<file path="src/rtl/ring_fifo_pkg.sv">
// Shared definitions for the ring buffers in the memories directory:
// depth/count-width helpers, default parameters and the flag bundle.
package ring_fifo_pkg;

  localparam int unsigned DEF_BITS  = 32'd8;
  localparam int unsigned DEF_WIDHT = 32'd2;
  localparam int unsigned DEF_AFULL = 32'd3;

  function automatic int unsigned depth_f(input int unsigned widht);
    return 32'd1 << widht;
  endfunction

  // One extra bit so the count can represent a completely full buffer
  function automatic int unsigned cnt_width_f(input int unsigned widht);
    return widht + 32'd1;
  endfunction

  typedef struct packed {
    logic empty;
    logic full;
    logic afull;
    logic overflow;
    logic underflow;
  } ring_flags_t;

endpackage

</file>
<file path="src/rtl/ring_fifo_if.sv">
// Push/pop handshake and status bundle of ring_fifo; master is the
// client that pushes and pops, slave is the buffer itself.
interface ring_fifo_if #(
  parameter int unsigned pBITS  = 32'd8,
  parameter int unsigned pWIDHT = 32'd2
);

  logic              iwr_en;
  logic [pBITS-1:0]  iw_data;
  logic              ird_en;
  logic [pBITS-1:0]  or_data;
  logic              oempty;
  logic              ofull;
  logic              oafull;
  logic [pWIDHT:0]   ocount;
  logic              ooverflow;
  logic              ounderflow;

  modport master (
    output iwr_en, iw_data, ird_en,
    input  or_data, oempty, ofull, oafull, ocount, ooverflow, ounderflow
  );

  modport slave (
    input  iwr_en, iw_data, ird_en,
    output or_data, oempty, ofull, oafull, ocount, ooverflow, ounderflow
  );

endinterface

</file>
<file path="src/rtl/ring_fifo_ptr.sv">
// Wrapping pWIDHT-bit pointer with synchronous active-high reset and an
// increment enable; wrap-around is plain binary rollover.
module ring_ptr #(
  parameter int unsigned pWIDHT = 32'd2
) (
  input  logic              iclk,
  input  logic              irst,
  input  logic              iinc,
  output logic [pWIDHT-1:0] optr
);

  // Pointer register: reset to slot 0, advance one slot per accepted access
  always_ff @(posedge iclk) begin
    if (irst) begin
      optr <= '0;
    end else if (iinc) begin
      optr <= optr + pWIDHT'(1'b1);
    end else begin
      optr <= optr;
    end
  end

endmodule

</file>
<file path="src/rtl/ring_fifo.sv">
// First-word-fall-through ring buffer over a sync-write / async-read
// register array with occupancy count, level flags and error pulses.
module ring_fifo
  import ring_fifo_pkg::*;
#(
  parameter int unsigned pBITS  = DEF_BITS,
  parameter int unsigned pWIDHT = DEF_WIDHT,
  parameter int unsigned pAFULL = DEF_AFULL
) (
  input  logic     iclk,
  input  logic     irst,
  ring_fifo_if.slave bus
);

  localparam int unsigned DEPTH = depth_f(pWIDHT);
  localparam int unsigned CW    = cnt_width_f(pWIDHT);

  localparam logic [CW-1:0] FULL_CNT  = CW'(DEPTH);
  localparam logic [CW-1:0] AFULL_CNT = CW'(pAFULL);
  localparam logic [CW-1:0] ZERO_CNT  = {CW{1'b0}};

  // An illegal zero threshold keeps almost-full asserted even out of reset
  localparam ring_flags_t RST_FLAGS = '{
    empty:     1'b1,
    full:      1'b0,
    afull:     (pAFULL == 32'd0),
    overflow:  1'b0,
    underflow: 1'b0
  };

  logic [pBITS-1:0]  mem_r [DEPTH];
  logic [pWIDHT-1:0] wr_ptr_s;
  logic [pWIDHT-1:0] rd_ptr_s;
  logic              wr_ok_s;
  logic              rd_ok_s;
  logic [CW-1:0]     count_r;
  logic [CW-1:0]     count_nxt_s;
  ring_flags_t       flags_r;
  ring_flags_t       flags_nxt_s;

  ring_ptr #(.pWIDHT(pWIDHT)) u_wr_ptr (
    .iclk (iclk),
    .irst (irst),
    .iinc (wr_ok_s),
    .optr (wr_ptr_s)
  );

  ring_ptr #(.pWIDHT(pWIDHT)) u_rd_ptr (
    .iclk (iclk),
    .irst (irst),
    .iinc (rd_ok_s),
    .optr (rd_ptr_s)
  );

  // Accept decisions and next count/flags; a pop frees the slot a full push needs
  always_comb begin
    wr_ok_s     = bus.iwr_en & (~flags_r.full | bus.ird_en);
    rd_ok_s     = bus.ird_en & ~flags_r.empty;
    count_nxt_s = count_r + CW'(wr_ok_s) - CW'(rd_ok_s);

    flags_nxt_s           = RST_FLAGS;
    flags_nxt_s.empty     = (count_nxt_s == ZERO_CNT);
    flags_nxt_s.full      = (count_nxt_s == FULL_CNT);
    flags_nxt_s.afull     = (count_nxt_s >= AFULL_CNT);
    flags_nxt_s.overflow  = bus.iwr_en & ~wr_ok_s;
    flags_nxt_s.underflow = bus.ird_en & flags_r.empty;
  end

  // Count and flag registers; flags track the count on the same edge
  always_ff @(posedge iclk) begin
    if (irst) begin
      count_r <= ZERO_CNT;
      flags_r <= RST_FLAGS;
    end else begin
      count_r <= count_nxt_s;
      flags_r <= flags_nxt_s;
    end
  end

  // Storage is never cleared; reset only suppresses a same-cycle write
  always_ff @(posedge iclk) begin
    if (!irst && wr_ok_s) begin
      mem_r[wr_ptr_s] <= bus.iw_data;
    end
  end

  assign bus.or_data    = mem_r[rd_ptr_s];
  assign bus.ocount     = count_r;
  assign bus.oempty     = flags_r.empty;
  assign bus.ofull      = flags_r.full;
  assign bus.oafull     = flags_r.afull;
  assign bus.ooverflow  = flags_r.overflow;
  assign bus.ounderflow = flags_r.underflow;

endmodule

</file>
<file path="src/flat_wrapper.sv">
// flat-port wrapper written by rule: the top's interface ports become plain ports
module ring_fifo_flat import ring_fifo_pkg::*;
#(
  parameter int unsigned pBITS  = DEF_BITS,
  parameter int unsigned pWIDHT = DEF_WIDHT,
  parameter int unsigned pAFULL = DEF_AFULL
)
  (iclk, irst, bus_iwr_en, bus_iw_data, bus_ird_en, bus_or_data, bus_oempty, bus_ofull, bus_oafull, bus_ocount, bus_ooverflow, bus_ounderflow);
  ring_fifo_if #(.pBITS(pBITS), .pWIDHT(pWIDHT)) bus_i ();
  input  logic iclk;
  input  logic irst;
  input wire logic [$bits(bus_i.iwr_en)-1:0] bus_iwr_en;
  input wire logic [$bits(bus_i.iw_data)-1:0] bus_iw_data;
  input wire logic [$bits(bus_i.ird_en)-1:0] bus_ird_en;
  output wire logic [$bits(bus_i.or_data)-1:0] bus_or_data;
  output wire logic [$bits(bus_i.oempty)-1:0] bus_oempty;
  output wire logic [$bits(bus_i.ofull)-1:0] bus_ofull;
  output wire logic [$bits(bus_i.oafull)-1:0] bus_oafull;
  output wire logic [$bits(bus_i.ocount)-1:0] bus_ocount;
  output wire logic [$bits(bus_i.ooverflow)-1:0] bus_ooverflow;
  output wire logic [$bits(bus_i.ounderflow)-1:0] bus_ounderflow;
  assign bus_i.iwr_en = bus_iwr_en;
  assign bus_i.iw_data = bus_iw_data;
  assign bus_i.ird_en = bus_ird_en;
  assign bus_or_data = bus_i.or_data;
  assign bus_oempty = bus_i.oempty;
  assign bus_ofull = bus_i.ofull;
  assign bus_oafull = bus_i.oafull;
  assign bus_ocount = bus_i.ocount;
  assign bus_ooverflow = bus_i.ooverflow;
  assign bus_ounderflow = bus_i.ounderflow;
  ring_fifo #(.pBITS(pBITS), .pWIDHT(pWIDHT), .pAFULL(pAFULL)) u_core (.iclk(iclk), .irst(irst), .bus(bus_i));
endmodule
</file>
<file path="config.mk">
export PLATFORM = sky130hd
export DESIGN_NAME = ring_fifo_flat
export DESIGN_NICKNAME = d
export VERILOG_FILES = /design/src/rtl/ring_fifo_pkg.sv /design/src/rtl/ring_fifo_if.sv /design/src/rtl/ring_fifo_ptr.sv /design/src/rtl/ring_fifo.sv /design/src/flat_wrapper.sv
export SDC_FILE = /design/constraint.sdc
export NUM_CORES = 1
export LEC_CHECK = 0
export BUFFER_PORTS_ARGS = -buffer_cell sky130_fd_sc_hd__buf_2
export CAP_MARGIN = 10
export CELL_PAD_IN_SITES_DETAIL_PLACEMENT = 0
export CELL_PAD_IN_SITES_GLOBAL_PLACEMENT = 1
export CORE_AREA = 4 4 68 70
export CTS_CLUSTER_DIAMETER = 120
export CTS_CLUSTER_SIZE = 24
export DETAILED_ROUTE_END_ITERATION = 8
export DIE_AREA = 0 0 72 74
export MAX_ROUTING_LAYER = met4
export PLACE_DENSITY = 0.84
export RECOVER_POWER = 100
export SLEW_MARGIN = 20
export SYNTH_ARGS = -nofsm -noshare
export SYNTH_HDL_FRONTEND = slang
export SYNTH_SLANG_ARGS = --single-unit
</file>
<file path="constraint.sdc">
create_clock -name iclk -period 2.27 [get_ports iclk]
set_input_delay 0.454 -clock iclk [delete_from_list [all_inputs] [get_ports iclk]]
set_output_delay 0.454 -clock iclk [all_outputs]
set_load 0.01 [all_outputs]
</file>
==> reports/qor.txt <==
Outcome = complete, no violations
Critical-path cell list = and2b_1, ha_1, inv_1, ha_1, fa_1, xnor2_2, xnor2_2, a21o_1
Synth top area cells = edfxtp_1 (55%), dfxtp_1 (16%), mux4_2 (10%)
Height of the chip = 74 um
Area Overhead vs Synth = 14.9%
Antenna Nets Post-Route = 0
CTS root buf = clkbuf_8
Measured slew at the worst slew-check pin = 613 ps
Vias in the first global route = 1008
Seq/Total Area, Yosys = 70.6%
CTS Sinks = 46
Avg WL per Cell = 13.9 um
Final setup margin = 155 ps
CP peak stage delay = 410 ps
DR vias/cell = 4.83
CTS Buf Count = 5
Dpl ws = -21.4 ps
Final HPWL DP = 1970 um
NumNets Final = 158
Antenna diodes = 0
Tcrit/Tclk final = 93.2%
RSZ-0062 raised after global routing = no
Syn nets = 125
Crit Path Class = reg2reg
CTS tree = yes
Final slew viol count = 0
Worst VDD drop = 0.523 mV
Final setup vio count = 0
Total Wirelength = 2640 um
Initial antenna violation count = 0
First-pass GRT wire length = 4530 um
Synthesized area = 1760 um2
Synthesized instance count = 106
Gr usage total = 12.1%
YS warnings = 0
FF+latch count, synth = 46
Initial DRC Count = 28
Hold Path Depth = 1
Startpoint types = flip-flop
Max Cap Viol = 0
Max Root-Sink Buffers = 2
DRC errors left = 0
Share of the synthesized area in the top cell type = 54.6%
Layout cell share with drive strength beyond 1 = 15.7%
Final Hold Viols = 0
Core Area = 3970 um2
CTS HTree Levels = 2
CTS clk-pin slew, worst paths = 80 ps
Largest net degree at the start of global routing = 16
Slew margin rel. = 59.1%
Cell Count, Final, Fillers Out = 190
Clk_skew = 3.76 ps
IO buf count = 27
Critical path's slowest cell = fa_1
Hold WC Path Type = in2reg
Die ar. = 5330 um2
Leak Pwr = 0.695 nW
Final min period = 2110 ps
Post-synth cell types = 23
Total chip power = 2.06 mW
Mean Syn Cell Area = 16.6 um2
Max FO, Critical Path = 4
Routed via count = 917
GRT overflow = 0
CP arrival = 2310 ps
Setup TNS = 0 ps
Reg2Reg Depth = 8
Critical path required time = 2460 ps
Starting Density = 44.3%
DP Cell Count = 182
Clock latency on the worst-skew pair = 290 ps
Top delay family on crit path = adder cells
Crit path buf inv count = 1
Crit end category = flip-flop
TritonRoute pass-1 iters = 4
PwrDens = 1020 nW/um2
Die W = 72 um
Site Rows = 23
Fmax achieved = 473 MHz
RePlAce Congestion = 0.740
Critical path depth = 8
# IOs = 28
Area leader, netlist = edfxtp_1
## kinds of logic after synthesis
group	count (synthesis)	synth area share, %
fa+ha+maj	7	5.41
buf+inv	10	2.63
simple gates	25	7.33
flops	46	70.6
mux	8	10.2
xor+xnor	4	1.99
compound gates	6	1.85
## layout by cell type (no fill, tap or decap), types with 3 or more instances in the layout
master	Yosys	final
edfxtp_1	32	32
clkbuf_1	1	25
clkbuf_8	0	5
mux4_2	8	8
nor2_1	9	9
inv_1	7	7
dfxtp_1	14	14
buf_2	0	3
and2_0	0	4
ha_1	6	6
nor2b_1	3	3
a21oi_1	3	3
## worst paths after layout
path	to	from	slack, ps
max	u_core.bus.oempty$_SDFF_PP1_	u_core.bus.oempty$_SDFF_PP1_	160
min	u_core.mem_r[2][0]$_DFFE_PP_	bus_iw_data[0]	410
max reg2reg	u_core.bus.oempty$_SDFF_PP1_	u_core.bus.oempty$_SDFF_PP1_	160
min reg2reg	u_core.bus.ounderflow$_SDFF_PP0_	u_core.bus.oempty$_SDFF_PP1_	480
## stage by stage
step,hold slack [ps],instance area (um2),utilization (%)
final,410,2020,50.9
after global routing,421,2020,50.9
after CTS,358,2040,51.4
after detailed placement,481,1950,49.1
after global placement,474,1950,49.1
after floorplan,475,1760,-
## cell type report
class | instances | area, um2
inverter | 7 | 26.3
timing repair buffer | 29 | 114
clock buffer | 5 | 68.8
sequential | 46 | 1240
tap | 50 | 62.6
multi-input combinational | 50 | 487
clock inverter | 3 | 21.3
fill | 349 | 1950
## registers in the layout, indices dropped and copies added, names as in the netlist, named ones only
signal and flops:
u_core.bus.ocount 3, u_core.bus.ooverflow 1, u_core.bus.ounderflow 1, u_core.bus.oafull 1
u_core.bus.oempty 1, u_core.u_rd_ptr.optr 2, u_core.bus.ofull 1, u_core.u_wr_ptr.optr 2
u_core.mem_r 32
## cells in the mapped netlist
library cell,instances
xor2_1,1
nand3_1,2
dfxtp_1,14
a21oi_1,3
a21o_1,1
clkbuf_1,1
buf_6,1
nand2_1,2
nor2_1,9
xnor2_1,3
o21ai_0,2
inv_1,7
nor2b_1,3
ha_1,6
fa_1,1
mux4_2,8
and2b_1,1
clkbuf_2,1
nor4_1,1
nand3b_1,1
edfxtp_1,32
nand2b_1,2
and2_1,4
## routing by layer
metal  wire length (um)  share of wire, %  global-route usage (%)  vias to the layer above
met5                  0                 0                       -                        -
met3                182               6.9                    3.92                        5
li1                   -                 -                       -                      448
met2               1430                54                    21.9                       27
met1                981                37                    11.8                      437
met4                 40               1.5                    5.01                        0
## power by group
| part | switching [mW] | total, mW | internal [mW] |
|---|---|---|---|
| Clock | 0.258 | 0.473 | 0.216 |
| Combinational | 0.279 | 0.534 | 0.255 |
| Sequential | 0.0573 | 1.05 | 0.992 |
| Total | 0.594 | 2.06 | 1.46 |
## repair_timing
action / 4_1_cts / 5_1_grt
hold buffers: 0 / 0
buffers inserted: 0 / 0
resized for setup: 0 / 2
endpoints found under the setup margin: 0 / 3
hold endpoints to repair: 0 / 0
No activity file was read; power rests on OpenSTA's default activity.
